`src/rtl/uart_tx_arbiter.sv`:
```
// Round-robin arbiter that shares one UART transmitter among N_REQ clients.
// Each grant sends a two-byte frame (tagged header, then payload) and is guarded by a watchdog.
module uart_tx_arbiter #(
  parameter int         N_REQ    = 4,
  parameter int         ID_W     = 2,
  parameter logic [7:0] HDR_BASE = 8'hA0,
  parameter int         TIMEOUT  = 2000
) (
  input  logic               clk,
  input  logic               reset,
  input  logic [N_REQ-1:0]   req,
  input  logic [8*N_REQ-1:0] req_data,
  output logic [N_REQ-1:0]   ack,
  output logic [ID_W-1:0]    grant_id,
  output logic               busy,
  output logic               tx_start,
  output logic [7:0]         tx_byte,
  input  logic               tx_busy,
  input  logic               tx_done,
  output logic               timeout_err
);

  localparam int DATA_W = 8;
  localparam int CNT_W  = $clog2(TIMEOUT);
  localparam logic [CNT_W-1:0] CNT_LAST = CNT_W'(TIMEOUT - 1);

  typedef enum logic [2:0] {
    IDLE     = 3'd0,
    HDR_SEND = 3'd1,
    HDR_WAIT = 3'd2,
    DAT_SEND = 3'd3,
    DAT_WAIT = 3'd4
  } state_t;

  state_t              state;
  state_t              state_nxt;
  logic [ID_W-1:0]     ptr;
  logic [ID_W-1:0]     grant_r;
  logic [ID_W-1:0]     pick_id;
  logic                pick_vld;
  logic [DATA_W-1:0]   payload_r;
  logic [CNT_W-1:0]    cnt;
  logic [N_REQ-1:0]    ack_r;
  logic                wait_st;
  logic                abort;

  function automatic logic [CNT_W-1:0] sat_inc(input logic [CNT_W-1:0] v);
    return (&v) ? v : v + 1'b1;
  endfunction

  function automatic logic [ID_W-1:0] next_id(input logic [ID_W-1:0] id);
    return (int'(id) == N_REQ - 1) ? '0 : id + 1'b1;
  endfunction

  // Scan downward so the lowest offset from ptr is the final winner.
  always_comb begin
    pick_vld = 1'b0;
    pick_id  = '0;
    for (int i = N_REQ - 1; i >= 0; i--) begin
      if (req[(int'(ptr) + i) % N_REQ]) begin
        pick_vld = 1'b1;
        pick_id  = ID_W'((int'(ptr) + i) % N_REQ);
      end
    end
  end

  assign wait_st = (state == HDR_WAIT) || (state == DAT_WAIT);
  // A tx_done on the expiry cycle still counts as a completed byte.
  assign abort   = wait_st && !tx_done && (cnt == CNT_LAST);

  always_ff @(posedge clk) begin
    if (!reset) state <= IDLE;
    else        state <= state_nxt;
  end

  always_comb begin
    state_nxt = state;
    case (state)
      IDLE:     if (pick_vld) state_nxt = HDR_SEND;
      HDR_SEND: if (!tx_busy) state_nxt = HDR_WAIT;
      HDR_WAIT: begin
        if (tx_done)    state_nxt = DAT_SEND;
        else if (abort) state_nxt = IDLE;
      end
      DAT_SEND: if (!tx_busy) state_nxt = DAT_WAIT;
      DAT_WAIT: begin
        if (tx_done)    state_nxt = IDLE;
        else if (abort) state_nxt = IDLE;
      end
      default:  state_nxt = IDLE;
    endcase
  end

  always_ff @(posedge clk) begin
    if (!reset) begin
      ptr     <= '0;
      grant_r <= '0;
      cnt     <= '0;
      ack_r   <= '0;
    end else begin
      ack_r <= '0;
      if (state == IDLE && pick_vld) grant_r <= pick_id;
      case (state)
        HDR_SEND, DAT_SEND: if (!tx_busy) cnt <= '0;
        HDR_WAIT, DAT_WAIT: cnt <= sat_inc(cnt);
        default:            ;
      endcase
      if (state == DAT_WAIT && tx_done) begin
        ack_r <= N_REQ'(1) << grant_r;
        ptr   <= next_id(grant_r);
      end else if (abort) begin
        ptr   <= next_id(grant_r);
      end
    end
  end

  // Payload is pure data; it is only visible in the DAT_* states.
  always_ff @(posedge clk) begin
    if (state == IDLE && pick_vld) payload_r <= req_data[int'(pick_id) * DATA_W +: DATA_W];
  end

  always_comb begin
    busy        = (state != IDLE);
    grant_id    = busy ? grant_r : '0;
    tx_start    = 1'b0;
    tx_byte     = '0;
    ack         = ack_r;
    timeout_err = abort;
    case (state)
      HDR_SEND: begin
        tx_byte  = HDR_BASE | 8'(grant_r);
        tx_start = !tx_busy;
      end
      HDR_WAIT: tx_byte = HDR_BASE | 8'(grant_r);
      DAT_SEND: begin
        tx_byte  = payload_r;
        tx_start = !tx_busy;
      end
      DAT_WAIT: tx_byte = payload_r;
      default:  ;
    endcase
  end

endmodule

```
`config.mk`:
```
export PLATFORM = sky130hd
export DESIGN_NAME = uart_tx_arbiter
export DESIGN_NICKNAME = d
export VERILOG_FILES = /design/src/rtl/uart_tx_arbiter.sv
export SDC_FILE = /design/constraint.sdc
export NUM_CORES = 1
export LEC_CHECK = 0
export ABC_AREA = 1
export CAP_MARGIN = 20
export CORE_MARGIN = 5
export CORE_UTILIZATION = 48
export DETAILED_ROUTE_END_ITERATION = 10
export PLACE_DENSITY = 0.8
export SYNTH_ARGS = -nofsm -noshare
export SYNTH_HDL_FRONTEND = slang
export SYNTH_SLANG_ARGS = --single-unit
```
`constraint.sdc`:
```
create_clock -name clk -period 2.65 [get_ports clk]
set_clock_uncertainty 0.2 [all_clocks]
set_input_delay 0.53 -clock clk [delete_from_list [all_inputs] [get_ports clk]]
set_output_delay 0.53 -clock clk [all_outputs]
set_load 0.01 [all_outputs]
```
==> flow_metrics.tcl <==
set metrics [dict create \
    hp-start "cnt[1]" \
    drt_first_pass_iters 4 \
    synth_top_area_cell "dfxtp_1" \
    die_w_um 75.42 \
    routed_wl_mm 5.105 \
    p_per_area_nw_per_um2 500.5 \
    grt_pass1_vias 2033 \
    startpoint "state[2]" \
    layout_min_cycle_time_ns 2.466 \
    h-tree-depth 2 \
    p_switching_uw 469.0 \
    grt_usage 0.1963 \
    synth_fp_nets 364 \
    row_count 23 \
    holdPathStages 2 \
    fin_crit_sh 0.9307 \
    cts_sinks 30 \
    p_int_uw 911.7 \
    synth_cell_types 29 \
    nNetsFinal 425 \
    hold_path.class "register to register" \
    fin_ws_ns 0.1836 \
    ys_top_cells_by_count "nand2_1, inv_1, nand3_1, nor2_1, dfxtp_1" \
    drive_above_1_share 0.09115 \
    swShare 0.3397 \
    tritoncts "done" \
    routabilityCongestion 0.8552 \
    ios 57 \
    synth_seq_cells 30 \
    synth_area_leaders "dfxtp_1, nand2_1, edfxtp_1" \
    critPathCaptureType "primary output" \
    synth_edf_count 8 \
    wl_per_cell_um 11.76 \
    p_leak_uw 0.001408 \
    grt_max_degree 18 \
    synth_ff_type "dfxtp_1" \
    clockRootBuffer "clkbuf_8" \
    ys_warn_count 0 \
    drtAntennaViolNets 0 \
    grt_pass1_wl_mm 8.680 \
    maxCapViolCount 0 \
    vias 2168 \
    reg2reg_depth 12 \
    syn-cell-area_um2 2054 \
    final_max_slew_viol_count 0 \
    path_class "register to primary output" \
    area_delta_synth_final_pct 34.29 \
    setup_viol 0 \
    place_inst 426 \
    ys_async_sr_fraction 0 \
    seq_area_frac_synth 0.3313 \
    post-route-drc-count 0 \
    cts_made_buffers 5 \
    power_uw 1381 \
    synth_top_area_share 0.2144 \
    relSlewSlack 0.6868 \
    dp_hpwl_mm 4.006 \
    die_height_um 75.42 \
    coreArea_um2 4086 \
    comb_power_share 0.331 \
    antenna_found_initial 0 \
    die_area_um2 5688 \
    drt-initial-drc-count 115 \
    cts.clk_slew.worst_paths_ns 0.06 \
    rsz0062_at_grt "false" \
    status "finished clean" \
    power_frac_clock 0.258 \
    r2r-start "ptr[0]" \
    clock.fmax_ghz 0.4054 \
    clkLatencyLatePin_ns 0.29 \
    synthCells 322 \
    cp.arrival_ns 1.74 \
    start_util 0.5028 \
    critical_path.startpoint_type "register" \
    yosysMostFrequentCell "nand2_1" \
    grt.overflow.total 0 \
    portBuffers 56 \
    clk_path_buf_depth 2 \
    tightestPinTransition_ns 0.4692 \
    antenna_cells 0 \
    critPathMaxFanout 4 \
    stdcell_count 434 \
    cp.required_ns 1.92 \
    totalNegativeSetupSlack_ns 0 \
    hold_viol_final 0 \
    viasPerCell 4.995 \
    place_ws_ns 0.05476 \
    seq_power_share 0.412 \
    avgSynthCellArea_um2 6.380 \
    vdd_drop_max_v 0.0001922 \
]
worst paths after layout:
path,to,slack (ns)
setup / recovery,busy,0.18
hold / removal,cnt[1],0.29
hold reg to reg,cnt[1],0.29
setup reg to reg,payload_r[7],0.40
stage by stage:
step                hold slack, ns  area, um^2    util
floorplan                   0.2518        2054       -
global placement            0.2732        2649  0.6482
detailed placement          0.2822        2649  0.6482
CTS                         0.2927        2736  0.6696
global route                0.3286        2759  0.6751
finish                      0.2880        2759  0.6751
critical path, cell delays in order (launching register included):
cell and delay (ns):
dfxtp_1 0.34, nor2_1 0.14, inv_1 0.07, nor2_1 0.29, inv_1 0.12, clkdlybuf4s50_1 0.50
flip-flops by register name, summed over array words and instances, names as in the netlist:
register,flops
payload_r,8
grant_r,2
state,3
ptr,2
ack,4
cnt,11
power by group through the flow:
stage,Clock [uW],Sequential [uW],Combinational (uW)
CTS,361,567,465
detailed placement,0,576,460
floorplan,0,565,273
global placement,0,573,453
finish,356,568,457
global route,382,572,519
layout make-up:
class / instances / area, um^2
inverters: 43 / 161.4
fillers: 373 / 1328
flip-flops and latches: 30 / 680.7
well taps: 50 / 62.56
clock inverters: 2 / 8.758
clock buffers: 6 / 72.57
repair buffers: 61 / 616.8
multi-input cells: 242 / 1156
layer usage:
layer / global-route usage / wire (um)
met5: 0 / 0
met3: 0.05409 / 455
met1: 0.2625 / 2278
met4: 0.06990 / 86
met2: 0.3039 / 2284
cells by family (layout without fill, tap and decap cells):
group | Yosys count | count (layout) | share of synthesized area
compound gates | 30 | 30 | 0.07978
flops | 30 | 30 | 0.3313
fa+ha+maj | 2 | 2 | 0.01218
xor+xnor | 4 | 4 | 0.01706
simple gates | 206 | 206 | 0.4488
buf+inv | 50 | 112 | 0.1108
what timing repair did:
action,in CTS,in global routing
setup buffers,0,0
endpoints found under the setup margin,8,8
gates resized for setup,3,9
hold buffers,0,0
layout by cell type, fill, tap and decap left out:
| master | n |
|---|---|
| a21oi_1 | 13 |
| clkinv_2 | 1 |
| nand3_2 | 1 |
| nand2_1 | 107 |
| nand3_1 | 34 |
| xnor2_1 | 2 |
| nand4_1 | 4 |
| o22ai_1 | 1 |
| ha_1 | 2 |
| buf_4 | 5 |
| nand3_4 | 1 |
| clkinv_1 | 1 |
| nor2_4 | 1 |
| nand2_2 | 12 |
| or2_2 | 3 |
| inv_2 | 2 |
| dlygate4sd2_1 | 1 |
| nor2_1 | 28 |
| xor2_1 | 2 |
| clkbuf_1 | 1 |
| inv_1 | 41 |
| edfxtp_1 | 8 |
| nand2_8 | 1 |
| nor2_2 | 1 |
| a21oi_4 | 1 |
| a31oi_1 | 1 |
| clkdlybuf4s50_1 | 47 |
| nor3_1 | 12 |
| nand2_4 | 1 |
| o21ai_0 | 13 |
| clkbuf_8 | 5 |
| o21ai_1 | 1 |
| dlymetal6s2s_1 | 8 |
| dfxtp_1 | 22 |
Note: power is estimated with default switching activity, not from simulation.
